### src/rtl/bin16_bcd_display.sv
// Iterative 16-bit binary to five-digit BCD converter (double-dabble) driving
// five active-low seven-segment displays with optional leading-zero blanking.
module bin16_bcd_display #(
  parameter bit BLANK_LZ = 1'b1
) (
  input  logic        CLOCK_50,
  input  logic        reset,
  input  logic        start,
  input  logic [15:0] bin,
  output logic        busy,
  output logic        done,
  output logic [19:0] bcd,
  output logic [6:0]  HEX0,
  output logic [6:0]  HEX1,
  output logic [6:0]  HEX2,
  output logic [6:0]  HEX3,
  output logic [6:0]  HEX4
);

  localparam logic [0:0] S_IDLE  = 1'b0;
  localparam logic [0:0] S_SHIFT = 1'b1;

  localparam logic [6:0] SEG_BLANK  = 7'b1111111;
  localparam logic [6:0] SEG_ZERO   = 7'b1000000;
  localparam logic [6:0] HEX_HI_RST = BLANK_LZ ? SEG_BLANK : SEG_ZERO;

  function automatic logic [6:0] seg7(input logic [3:0] d);
    case (d)
      4'd0:    seg7 = 7'b1000000;
      4'd1:    seg7 = 7'b1111001;
      4'd2:    seg7 = 7'b0100100;
      4'd3:    seg7 = 7'b0110000;
      4'd4:    seg7 = 7'b0011001;
      4'd5:    seg7 = 7'b0010010;
      4'd6:    seg7 = 7'b0000010;
      4'd7:    seg7 = 7'b1111000;
      4'd8:    seg7 = 7'b0000000;
      4'd9:    seg7 = 7'b0010000;
      default: seg7 = SEG_BLANK;
    endcase
  endfunction

  function automatic logic [3:0] add3(input logic [3:0] d);
    add3 = (d >= 4'd5) ? (d + 4'd3) : d;
  endfunction

  logic [0:0]  r_state;
  logic [15:0] r_bin;
  logic [19:0] r_scr;
  logic [4:0]  r_cnt;

  logic [19:0] w_adj;
  logic [19:0] w_scr_nxt;
  logic [15:0] w_bin_nxt;
  logic [4:0]  w_blank;
  logic [6:0]  w_hex [5];

  // Add-3 correction on every scratch digit ahead of the shift
  always_comb begin
    w_adj = 20'd0;
    for (int k = 0; k < 5; k++) begin
      w_adj[4*k +: 4] = add3(r_scr[4*k +: 4]);
    end
  end

  assign {w_scr_nxt, w_bin_nxt} = {w_adj, r_bin} << 6'd1;

  // Segment codes for the final scratch value, blanking zeros from the top down
  always_comb begin
    w_blank    = 5'd0;
    w_blank[4] = BLANK_LZ && (w_scr_nxt[19:16] == 4'd0);
    for (int k = 3; k >= 1; k--) begin
      w_blank[k] = w_blank[k+1] && (w_scr_nxt[4*k +: 4] == 4'd0);
    end
    for (int k = 0; k < 5; k++) begin
      if (w_blank[k]) begin
        w_hex[k] = SEG_BLANK;
      end else begin
        w_hex[k] = seg7(w_scr_nxt[4*k +: 4]);
      end
    end
  end

  // Control FSM, shift datapath and registered display outputs
  always_ff @(posedge CLOCK_50) begin
    if (reset) begin
      r_state <= S_IDLE;
      r_bin   <= 16'd0;
      r_scr   <= 20'd0;
      r_cnt   <= 5'd0;
      busy    <= 1'b0;
      done    <= 1'b0;
      bcd     <= 20'd0;
      HEX0    <= SEG_ZERO;
      HEX1    <= HEX_HI_RST;
      HEX2    <= HEX_HI_RST;
      HEX3    <= HEX_HI_RST;
      HEX4    <= HEX_HI_RST;
    end else begin
      case (r_state)
        S_IDLE: begin
          done <= 1'b0;
          if (start) begin
            r_bin   <= bin;
            r_scr   <= 20'd0;
            r_cnt   <= 5'd0;
            busy    <= 1'b1;
            r_state <= S_SHIFT;
          end
        end
        S_SHIFT: begin
          r_bin <= w_bin_nxt;
          r_scr <= w_scr_nxt;
          r_cnt <= r_cnt + 5'd1;
          // Last iteration publishes the shifted result directly
          if (r_cnt == 5'd15) begin
            bcd     <= w_scr_nxt;
            HEX0    <= w_hex[0];
            HEX1    <= w_hex[1];
            HEX2    <= w_hex[2];
            HEX3    <= w_hex[3];
            HEX4    <= w_hex[4];
            done    <= 1'b1;
            busy    <= 1'b0;
            r_state <= S_IDLE;
          end
        end
        default: begin
          r_state <= S_IDLE;
          busy    <= 1'b0;
          done    <= 1'b0;
        end
      endcase
    end
  end

endmodule

### config.mk
export PLATFORM = sky130hd
export DESIGN_NAME = bin16_bcd_display
export DESIGN_NICKNAME = d
export VERILOG_FILES = /design/src/rtl/bin16_bcd_display.sv
export SDC_FILE = /design/constraint.sdc
export NUM_CORES = 1
export LEC_CHECK = 0
export BUFFER_PORTS_ARGS = -buffer_cell sky130_fd_sc_hd__buf_2
export CAP_MARGIN = 20
export CORE_UTILIZATION = 45
export DETAILED_ROUTE_END_ITERATION = 8
export GPL_ROUTABILITY_DRIVEN = 0
export HOLD_SLACK_MARGIN = 0.08
export PLACE_DENSITY_LB_ADDON = 0.3
export REMOVE_ABC_BUFFERS = 1
export SLEW_MARGIN = 5
export SYNTH_ARGS = -nofsm -noshare
export SYNTH_HDL_FRONTEND = slang
export SYNTH_SLANG_ARGS = --single-unit
### constraint.sdc
create_clock -name CLOCK_50 -period 3.1 [get_ports CLOCK_50]
set_clock_uncertainty 0.15 [all_clocks]
set_input_delay 0.62 -clock CLOCK_50 [delete_from_list [all_inputs] [get_ports CLOCK_50]]
set_output_delay 0.62 -clock CLOCK_50 [all_outputs]
set_load 0.01 [all_outputs]
==> metrics.txt, run 1 <==
clk_lat worst skew roughly 0.38 ns; clk sinks 99; Crit path largest cell delay 0.53 ns; layout cell share with drive strength beyond 1 17.7%; Slowest-stage cell, CP nor3_1; Most used DFF post-synth dfxtp_1; initial DRC count 194; #FFs+latches synth 99; core area 0.0104 sq mm; area grow syn2layout 15.5%; cts hold-fix bufs 0; Die Ht 106 um; Pins Over Slew Limit 0; Tcrit/Tclk final ~85%; die area ~0.011 sq mm; outcome finished, final reports clean; H-tree levels 3; Post-synth EDFFs 0; Worst slew margin between 40% and 50%; ranking of synthesized cells by area dfxtp_1, ha_1, a21oi_1, nor2_1, mux2i_1; drt wl/cell roughly 13 um; Fmax 377 MHz; TritonCTS clock tree yes; vias in the first global route 3797; Setup crit end kind register; Layout fillers 1007; Hold Path Class register to register; DRT antenna net count 0; Via density between 5 and 6; DRC 0; CP delay by family, top simple AND/OR/NAND/NOR gates; Post-Route Setup TNS 0 ns; FP Rows 37; Synth top area share between 40% and 50%; Synth Cell Area slightly below 0.005 sq mm; YS warnings 0; global-route wire length before repair about 17000 um; CP cell instances inv_1, ha_1, nand2b_1, a21oi_1, xnor2_1, ha_1, inv_1, nor4_4, nor3_1, a21oi_1; hold slack 0.307 ns; sequential area share after synthesis 41.1%; fin nets 713; total track usage between 15 and 20%; WP data arrival roughly 2.7 ns; VDD IR max 249 uV; CP bufs+invs 2; final setup violating endpoints 0; cell taking the most area after synthesis dfxtp_1; Commonest cells post-synth dfxtp_1, nor2_1, a21oi_1; Max Cap Violations 0; WL final 10600 um; Netlist cell types 42; Ports 76; Longest Clk Path Bufs 2; Clock Tree Root clkbuf_8; Worst EP required approximately 3.2 ns; post-CTS setup buffer count 0; CTS Buf Count 9; grt ovf 0; post-layout min period ~2.7 ns; cells after synthesis 590; clock-pin slew on the worst setup and hold paths 0.10 ns; Worst Tran Pin Value 0.780 ns; die width 106 um; largest net degree at the start of global routing 38; CP Class register to register; I/O Buffers 75; DP HPWL 7650 um; Worst Path Max Fanout 6; final hold viol count 0; Avg Cell Area, Syn 8.18 sq um; PwrDens 403 mW/mm^2; initial antenna violation count 0; PostCTS Resize Cnt 0; ant diodes 0; Initial Utilization roughly 47%; P_leak 2.40 nW; routed via count 4208; Post-synth ARST share 0%; unrepaired setup endpoints after global routing no; crit start category register; drt first pass iters 4
registers in the layout (all words and copies together), names as in the netlist:
signal / cells
r_cnt: 5
HEX0: 7
bcd: 20
HEX1: 7
busy: 1
HEX3: 7
done: 1
r_bin: 16
r_scr: 20
r_state: 1
HEX2: 7
HEX4: 7
cell usage in the layout (no fill, tap or decap), drive strengths merged, types with 3 or more instances in the layout:
| cell | instances |
|---|---|
| a211oi | 10 |
| a21oi | 78 |
| and2 | 5 |
| buf | 91 |
| clkbuf | 9 |
| dfxtp | 99 |
| ha | 33 |
| inv | 37 |
| mux2 | 5 |
| mux2i | 25 |
| nand2 | 50 |
| nand2b | 11 |
| nand3 | 8 |
| nor2 | 99 |
| nor3 | 4 |
| nor3b | 8 |
| o211ai | 6 |
| o21a | 3 |
| o21ai | 45 |
| o22ai | 4 |
| xnor2 | 10 |
logic make-up (layout without fill, tap and decap cells):
logic type / after synthesis / count (layout) / share of synthesized area [%]
flops: 99 / 99 / 41.1
xor+xnor: 10 / 10 / 1.82
buf+inv: 62 / 138 / 4.88
mux: 30 / 30 / 6.36
simple gates: 196 / 196 / 18.1
fa+ha+maj: 33 / 33 / 8.56
compound gates: 160 / 160 / 19.2
power breakdown:
group | switching, mW | internal [mW]
clock network | 0.510 | 0.322
logic | 0.0704 | 0.0431
registers | 0.0109 | 1.29
layer usage:
metal  global-route usage [%]  up-vias  wire length [um]
met3                     3.40       17               394
met5                        0        -                 0
met2                     33.0       77              5170
met4                     8.23        0               188
li1                         -     2145                 -
met1                     24.0     1969              4820
worst min-delay path: stages, from the launching register on:
cell and delay [ns]:
dfxtp_1 0.32, nand2_1 0.05, a21oi_1 0.05
final timing paths:
path,from,endpoint,cells past startpoint,slack (ns)
min reg2reg,HEX0[4],HEX0[4],2,0.31
min,HEX0[4],HEX0[4],2,0.31
max,r_scr[9],HEX2[1],10,0.45
max reg2reg,r_scr[9],HEX2[1],10,0.45
per-stage QoR:
| stage | cell area, sq um | worst slack (ns) | util (%) | total power, mW | cells |
|---|---|---|---|---|---|
| after floorplan | 4700 | 0.253 | - | 1.39 | 559 |
| after global placement | 5380 | 0.571 | 51.8 | 1.44 | 786 |
| after detailed placement | 5380 | 0.419 | 51.8 | 1.44 | 786 |
| after CTS | 5570 | 0.402 | 53.7 | 2.27 | 802 |
| after global routing | 5570 | 0.121 | 53.7 | 2.34 | 802 |
| final | 5570 | 0.450 | 53.7 | 2.24 | 802 |
layout make-up:
| class | instances | area, sq um | share of cell area (%) |
|---|---|---|---|
| multi-input cells | 429 | 2610 | 46.9 |
| flip-flops and latches | 99 | 1980 | 35.6 |
| repair buffers | 91 | 495 | 8.89 |
| well taps | 136 | 170 | 3.05 |
| clock buffers | 9 | 124 | 2.22 |
| inverters | 31 | 116 | 2.09 |
| clock inverters | 7 | 73.8 | 1.32 |
No activity file was read; power rests on OpenSTA's default activity.
==> inputs of run 2 (changes only) <==
- PLACE_DENSITY: not set -> 0.77
- PLACE_DENSITY_LB_ADDON: 0.3 -> not set
==> metrics.txt, run 2 (synthesis results as in run 1) <==
Finished Core Util 53.5% (was 53.7%); commonest cells after routing, fill and taps aside dfxtp_1, nor2_1, a21oi_1 (unchanged); FF-to-FF path depth 8 (was 10); largest net degree at the start of global routing 40 (was 38); CP bufs+invs 1 (was 2); clock-pin slew on the worst setup and hold paths 0.09 ns (was 0.10 ns); FP Rows 37 (unchanged); grt ovf 0 (unchanged); Worst slew margin 47.3% (was 47.6%); DP HPWL 7580 um (was 7650 um); sequential cell area 0.00198 sq mm (unchanged); DRC 0 (unchanged); post-layout min period 2.77 ns (was 2.65 ns); hold slack 0.308 ns (was 0.307 ns); PostCTS Resize Cnt 0 (unchanged); hold path cells 2 (unchanged); CP cell instances inv_1, ha_1, o211ai_1, a21oi_1, o2111ai_1, nor4_4, nor3_1, a21oi_1 (was inv_1, ha_1, nand2b_1, a21oi_1, xnor2_1, ha_1, inv_1, nor4_4, nor3_1, a21oi_1); Worst Tran Pin Value 0.784 ns (was 0.780 ns); core area 0.0104 sq mm (unchanged); CP delay by family, top compound AO/OA/AOI/OAI gates (was simple AND/OR/NAND/NOR gates); Layout fillers 998 (was 1007); H-tree levels 3 (unchanged); initial antenna violation count 0 (unchanged); clk sinks 99 (unchanged); multi-input combinational cell area 0.00261 sq mm (unchanged); placed insts 783 (was 786); total track usage 20.0% (was 19.3%); CP Class register to register (unchanged); drt wl/cell 13.2 um (about the same); CP Depth 8 (was 10); Slowest-stage cell, CP nor3_1 (unchanged); Seq pwr share 57.9% (about the same); vias in the first global route 4075 (was 3797); area grow syn2layout 15.0% (was 15.5%); CTS Buf Count 9 (unchanged); initial DRC count 150 (was 194); final cell count without fillers 799 (was 802); clk_lat worst skew 0.36 ns (was 0.38 ns); Post-Route Setup TNS 0 ns (unchanged); fin nets 710 (was 713); crit start category register (unchanged); TritonCTS clock tree yes (unchanged); die area 0.0111 sq mm (unchanged); I/O Buffers 75 (unchanged); layout cell share with drive strength beyond 1 17.0% (was 17.7%); Max Cap Violations 0 (unchanged); Fmax 361 MHz (was 377 MHz); Initial Utilization 46.5% (unchanged); Worst EP required 3.17 ns (was 3.18 ns); die width 106 um (unchanged); routed via count 4161 (was 4208); unrepaired setup endpoints after global routing no (unchanged); Design Area, Final 0.00555 sq mm (was 0.00557 sq mm); final worst slack 0.329 ns (was 0.450 ns); Longest Clk Path Bufs 2 (unchanged); Pins Over Slew Limit 0 (unchanged); ant diodes 0 (unchanged); switching share of power 23.0% (was 26.4%); Net Sw Power 516 uW (was 592 uW); P_leak 2.37 nW (was 2.40 nW); Crit path largest cell delay 0.55 ns (was 0.53 ns); VDD IR max 291 uV (was 249 uV); outcome finished, final reports clean (unchanged); Clk network pwr share 37.1% (about the same); Comb pwr share 5.0% (was 5.1%); global-route wire length before repair 18200 um (was 17500 um); Crit path top cell by count a21oi_1; drt first pass iters 4 (unchanged); Ports 76 (unchanged); Die Ht 106 um (unchanged); Hold Path Class register to register (unchanged); cts hold-fix bufs 0 (unchanged); internal power 1.73 mW (was 1.65 mW); Total Power 2.24 mW (about the same); Clock Tree Root clkbuf_8 (unchanged); DRT antenna net count 0 (unchanged); Setup crit end kind register (unchanged); WL final 10500 um (was 10600 um); worst slack, placed 0.359 ns (was 0.419 ns); post-CTS setup buffer count 0 (unchanged); top flop regs bcd (20), r_scr (20), r_bin (16) (unchanged); PwrDens 404 mW/mm^2 (was 403 mW/mm^2); Via density 5.21 (was 5.25); Worst Path Max Fanout 6 (unchanged); WP data arrival 2.84 ns (was 2.73 ns); Placed Area 0.00535 sq mm (was 0.00538 sq mm); final setup violating endpoints 0 (unchanged); final hold viol count 0 (unchanged); Tcrit/Tclk final 89.4% (was 85.5%)
## run 2: cell count changes in the layout (fill, tap and decap cells not counted), moves of 2 or more
cell / before / now
buf_4: 16 / 13
clkbuf_1: 0 / 2
clkinvlp_4: 0 / 2
inv_6: 4 / 0
inv_8: 2 / 0
## run 2: area by class of cell
type	count	area share, %
inverters	31	2.10
flip-flops and latches	99	35.7
clock inverters	4	0.902
multi-input cells	429	47.1
well taps	136	3.07
clock buffers	12	2.62
repair buffers	88	8.53
## run 2: path summary, 6_finish.rpt
check,startpoint,endpoint,slack (ns)
max,r_scr[16],HEX2[5],0.33
min,bcd[0],bcd[0],0.31
max reg2reg,r_scr[16],HEX2[5],0.33
min reg2reg,bcd[0],bcd[0],0.31
## run 2: power groups by stage
| stage | Combinational, mW | Clock [mW] | Sequential (mW) |
|---|---|---|---|
| final | 0.113 | 0.832 | 1.30 |
| after floorplan | 0.0575 | 0 | 1.33 |
| after detailed placement | 0.113 | 0 | 1.33 |
| after global routing | 0.129 | 0.902 | 1.30 |
| after global placement | 0.109 | 0 | 1.33 |
| after CTS | 0.114 | 0.853 | 1.30 |
## run 2: per-layer routing
metal	part of all wire, %	track usage, %	up-vias	wire, um
met1	45	23.3	1919	4740
met4	1.4	7.34	0	146
li1	-	-	2142	-
met5	0	0	-	0
met3	4.8	5.38	12	510
met2	49	35.1	88	5140
## run 2: tightest hold or removal path, cell delays in order, from the launching register on
cell     delay (ns)
dfxtp_1        0.32
nand2_1        0.05
a21oi_1        0.05
